## src/rtl/contador_updown_param.sv

```systemverilog
// Parametrised up/down setting counter: bounds, presets, clamped load, wrap/saturate,
// cascade carry/borrow, optional auto-repeat stepping. Macro CONTADOR_BCD_OUT_EN adds BCD outputs.
//
// state    | meaning
// S_IDLE   | no request held; a valid request steps at once
// S_DELAY  | first step done, counting down to the first repeat
// S_REPEAT | repeating every REPEAT_RATE enabled ticks
module contador_updown_param #(
  parameter int WIDTH       = 7,
  parameter int MIN_VAL     = 0,
  parameter int MAX_VAL     = 93,
  parameter int UNDER_VAL   = 88,
  parameter int LD1_VAL     = 53,
  parameter int LD2_VAL     = 88,
  parameter int RST_VAL     = 0,
  parameter int SATURATE    = 0,
  parameter int STEP_MODE   = 0,
  parameter int REPEAT_DLY  = 8,
  parameter int REPEAT_RATE = 2
) (
  input  logic             clk,
  input  logic             rst,
  input  logic             EN,
  input  logic             up,
  input  logic             down,
  input  logic             Ld_1,
  input  logic             Ld_2,
  input  logic             ld,
  input  logic [WIDTH-1:0] ld_data,
  output logic [WIDTH-1:0] out,
  output logic             carry,
  output logic             borrow,
  output logic             at_max,
  output logic             at_min
`ifdef CONTADOR_BCD_OUT_EN
  ,
  output logic [3:0]       bcd_tens,
  output logic [3:0]       bcd_units
`endif
);

  localparam logic [WIDTH-1:0] MIN_W   = WIDTH'(MIN_VAL);
  localparam logic [WIDTH-1:0] MAX_W   = WIDTH'(MAX_VAL);
  localparam logic [WIDTH-1:0] UNDER_W = WIDTH'(UNDER_VAL);
  localparam logic [WIDTH-1:0] LD1_W   = WIDTH'(LD1_VAL);
  localparam logic [WIDTH-1:0] LD2_W   = WIDTH'(LD2_VAL);
  localparam logic [WIDTH-1:0] RST_W   = WIDTH'(RST_VAL);

  // Tick timer is a down-counter: loaded with N-1, a step fires when it reads zero.
  localparam int CNT_MAX = (REPEAT_DLY > REPEAT_RATE) ? REPEAT_DLY : REPEAT_RATE;
  localparam int CNT_W   = (CNT_MAX > 2) ? $clog2(CNT_MAX) : 1;
  localparam logic [CNT_W-1:0] DLY_LD  = CNT_W'(REPEAT_DLY - 1);
  localparam logic [CNT_W-1:0] RATE_LD = CNT_W'(REPEAT_RATE - 1);

  typedef enum logic [1:0] {S_IDLE, S_DELAY, S_REPEAT} state_e;

  state_e           state_q, state_d;
  logic [CNT_W-1:0] tick_q, tick_d;
  logic             dir_q, dir_d;
  logic [WIDTH-1:0] out_q, out_d;
  logic             carry_q, carry_d;
  logic             borrow_q, borrow_d;
  logic             at_max_q, at_min_q;
  logic             req;
  logic             step;

  assign req = up ^ down;

  always_comb begin
    state_d  = state_q;
    tick_d   = tick_q;
    dir_d    = dir_q;
    out_d    = out_q;
    carry_d  = 1'b0;
    borrow_d = 1'b0;
    step     = 1'b0;
    if (EN) begin
      if (Ld_1 ^ Ld_2) begin
        out_d   = Ld_1 ? LD1_W : LD2_W;
        state_d = S_IDLE;
      end else if (ld) begin
        if (ld_data <= MIN_W)      out_d = MIN_W;
        else if (ld_data >= MAX_W) out_d = MAX_W;
        else                       out_d = ld_data;
        state_d = S_IDLE;
      end else begin
        if (STEP_MODE == 0) begin
          step = req;
        end else begin
          case (state_q)
            S_IDLE: begin
              if (req) begin
                step    = 1'b1;
                dir_d   = up;
                tick_d  = DLY_LD;
                state_d = S_DELAY;
              end
            end
            S_DELAY, S_REPEAT: begin
              // Dropped request or reversed direction: restart as a fresh press next tick.
              if (!req || (up != dir_q)) begin
                state_d = S_IDLE;
              end else if (tick_q == '0) begin
                step    = 1'b1;
                tick_d  = RATE_LD;
                state_d = S_REPEAT;
              end else begin
                tick_d = tick_q - CNT_W'(1);
              end
            end
            default: state_d = S_IDLE;
          endcase
        end

        if (step) begin
          if (up) begin
            if (out_q < MAX_W) begin
              out_d = out_q + WIDTH'(1);
            end else if (SATURATE == 0) begin
              out_d   = MIN_W;
              carry_d = 1'b1;
            end
          end else begin
            if (out_q > MIN_W) begin
              out_d = out_q - WIDTH'(1);
            end else if (SATURATE == 0) begin
              out_d    = UNDER_W;
              borrow_d = 1'b1;
            end
          end
        end
      end
    end
  end

  always_ff @(posedge clk) begin
    if (!rst) begin
      state_q  <= S_IDLE;
      tick_q   <= '0;
      dir_q    <= 1'b0;
      out_q    <= RST_W;
      carry_q  <= 1'b0;
      borrow_q <= 1'b0;
      at_max_q <= (RST_W >= MAX_W);
      at_min_q <= (RST_W <= MIN_W);
    end else begin
      state_q  <= state_d;
      tick_q   <= tick_d;
      dir_q    <= dir_d;
      out_q    <= out_d;
      carry_q  <= carry_d;
      borrow_q <= borrow_d;
      at_max_q <= (out_d >= MAX_W);
      at_min_q <= (out_d <= MIN_W);
    end
  end

  assign out    = out_q;
  assign carry  = carry_q;
  assign borrow = borrow_q;
  assign at_max = at_max_q;
  assign at_min = at_min_q;

`ifdef CONTADOR_BCD_OUT_EN
  logic [3:0] bcd_tens_q, bcd_units_q;

  // Converted from the next value so the digits line up with out.
  always_ff @(posedge clk) begin
    if (!rst) begin
      bcd_tens_q  <= 4'(RST_VAL / 10);
      bcd_units_q <= 4'(RST_VAL % 10);
    end else begin
      bcd_tens_q  <= 4'(out_d / WIDTH'(10));
      bcd_units_q <= 4'(out_d % WIDTH'(10));
    end
  end

  assign bcd_tens  = bcd_tens_q;
  assign bcd_units = bcd_units_q;
`endif

endmodule
```

## config.mk

```make
export PLATFORM = sky130hd
export DESIGN_NAME = contador_updown_param
export DESIGN_NICKNAME = d
export VERILOG_FILES = /design/src/rtl/contador_updown_param.sv
export SDC_FILE = /design/constraint.sdc
export NUM_CORES = 1
export LEC_CHECK = 0
export ABC_AREA = 0
export CORE_ASPECT_RATIO = 0.8
export CORE_UTILIZATION = 46
export CTS_CLUSTER_SIZE = 14
export DETAILED_ROUTE_END_ITERATION = 8
export PLACE_DENSITY = 0.77
export SLEW_MARGIN = 0
export SYNTH_ARGS = -nofsm -noshare
export SYNTH_HDL_FRONTEND = slang
export SYNTH_SLANG_ARGS = --single-unit
```

## constraint.sdc

```tcl
create_clock -name clk -period 2.1 [get_ports clk]
set_input_delay 0.42 -clock clk [delete_from_list [all_inputs] [get_ports clk]]
set_output_delay 0.42 -clock clk [all_outputs]
set_load 0.05 [all_outputs]
```

==> results.yml <==
sta:
  max_clock_freq_mhz: 474
  fin_crit_ps: 2110
  slew_headroom_pct: 62.7
  fin_ws_ps: -8.56
  slew_violations: 0
  finalHoldViolCount: 0
  tightest_slew_ps: 559
  rsz0062_at_grt: "true"
  setup_viol: 1
  post-route-period-util_pct: 100
  fin_setup_tns_ps: -8.56
  finClkSkew_ps: 4.67
cts:
  htreeDepth: 1
  clock_latency_ps: 270
  numCtsBuffers: 3
  cts_tree: "done"
  clockBufferDepth: 2
  cts.sinks: 11
  clk_pin_slew_ps: 70
  cts_root_buf: "clkbuf_4"
route:
  ant_nets: 0
  wl_met2_um: 1970
  post_drt_wl_per_cell_um: 17.4
  drc: 0
  vias_per_cell: 5.91
  wl_met1_um: 1820
  maxUsedRoutingLayer: "met4"
  wirelength_um: 4290
  vias: 1453
  drt_pass1_iterations: 5
  met3_length_um: 462
  initialDrtViolationCount: 132
hold_path:
  hold_path_class: "input port to flop"
yosys:
  synth_top_cell_by_area: "dfxtp_1"
  yosysMostFrequentCell: "nor2_1"
  ys_warn_count: 0
  syn_nets: 171
  synth.avg_cell_area_um2: 7.86
  yosysSeqAreaShare_pct: 18.4
  synth_cell_type_count: 56
  synth_cells: 152
  synthTopCellsByArea: "dfxtp_1, nor2_1, a21oi_1"
  ys_async_sr_fraction_pct: 0
  synthesis.area_um2: 1190
  synth_flop_cell: "dfxtp_1"
  synth_top_area_share_pct: 18.4
  synth-edff-count: 0
  synth-seq-cells: 11
  yosys-top-cells-count: "nor2_1, a21oi_1, dfxtp_1, nand2_1, inv_1"
floorplanning:
  dieArea_um2: 2810
  die_w_um: 59.0
  initial_core_util_pct: 48.5
  io_pins: 26
  num_rows: 16
  fp.dieH_um: 47.6
  core_um2: 2460
critical_path:
  r2r_slack_ps: -9
  critical_path.max_fanout: 9
  endpoint_kind: "flop"
  required_ps: 2310
  critPathLaunchType: "flop"
  timing_worst_setup_path_type: "flop to flop"
  worstPathArrival_ps: 2320
finish:
  fillCellCount: 183
  layout-drive-gt1-share_pct: 40.5
  nNetsFinal: 230
  area_growth_pct: 54.7
  fin_cells: 246
  antenna_cells: 0
power:
  ir_drop_uv: 547
  clock_power_share_pct: 16.8
  leakagePower_nw: 0.754
  p_seq_share_pct: 29.7
  cellInternalPower_w: 0.000509
  power_density_nw_per_um2: 469
  p_comb_share_pct: 53.5
  finalPower_w: 0.000866
  power_switching_share_pct: 41.2
  p_switching_w: 0.000357
placement:
  gp_congestion: 1.02
  numPortBuffers: 25
  hpwlAfterDp_um: 3210
  place_inst: 237
grt:
  grt_max_degree: 14
  grt-ovfl-total: 0
  grt_antenna_before_repair: 0
  grt_pass1_wl_um: 6380
  grt_pass1_vias: 1300
  track_usage_pct: 31.6
outcome:
  status: "finished with violations"
  violations: "setup timing"
flow_run:
  maxCapViolations: 0
worst paths after layout:
path,start,end,cells past startpoint
setup / recovery,out[4],at_max,7
hold / removal,down,carry,5
setup reg to reg,out[4],at_max,7
hold reg to reg,out[6],carry,3
critical path, cell delays in order (launching register included):
cell       delay (ps)
dfxtp_2           480
nand3_1           160
or3_1             430
a2111oi_4         450
a2111oi_2          70
buf_4             180
and2b_1           190
a41o_1            100
per-layer routing:
metal	vias up	global-route usage, %
li1	680	-
met1	686	43.2
met2	81	50.9
met3	6	9.46
met4	0	4.29
met5	-	0
what timing repair did:
| action | in CTS | in global routing |
|---|---|---|
| hold buffers | 0 | 0 |
| resized for setup | 11 | 23 |
| hold endpoints to repair | 0 | 0 |
| endpoints found under the setup margin | 5 | 4 |
| pin swaps | 8 | 11 |
| setup buffers | 3 | 2 |
cell usage in the layout (no fill, tap or decap), drive strengths merged, types with 3 or more instances in the layout:
master	count
a211oi	6
a21oi	13
and3	3
buf	43
clkbuf	5
clkdlybuf4s50	16
dfxtp	11
ha	4
inv	9
nand2	11
nand2b	5
nand3	5
nor2	19
nor3	3
nor4	5
o21ai	6
metrics by stage:
step / instance area [um2] / utilization (%) / hold slack, ps / setup WS [ps]
floorplan: 1210 / - / 476 / 37.3
global placement: 1670 / 67.7 / 706 / -464
detailed placement: 1670 / 67.7 / 718 / -595
CTS: 1740 / 70.8 / 705 / -26.9
global route: 1850 / 75.1 / 572 / -41.1
finish: 1850 / 75.1 / 573 / -8.56
registers in the layout (all words and copies together), names as in the netlist:
name and cells:
at_max 1, at_min 1, borrow 1, carry 1, out 7
power groups by stage:
stage               Clock [W]  Combinational [W]  Sequential [W]
floorplan                   0           0.000208        0.000290
global placement            0           0.000400        0.000256
detailed placement          0           0.000409        0.000257
CTS                  0.000147           0.000426        0.000252
global route         0.000159           0.000491        0.000260
finish               0.000145           0.000464        0.000257
layout make-up:
type	count	area, um2	share of cell area, %
Multi-Input combinational cell	122	982	53.1
Timing Repair Buffer	64	523	28.3
Sequential cell	11	236	12.8
Tap cell	36	45.0	2.44
Inverter	9	33.8	1.83
Clock buffer	3	22.5	1.22
Clock inverter	1	5.00	0.271
logic make-up after synthesis:
family / synth area share [%]
AND/OR/NAND/NOR: 33.3
flip-flops: 18.4
AO/OA/AOI/OAI: 29.5
adder cells (fa/ha/maj): 5.03
buffers and inverters: 9.53
XOR/XNOR: 2.09
multiplexers: 2.09
Power figures use the tool's default switching activity.
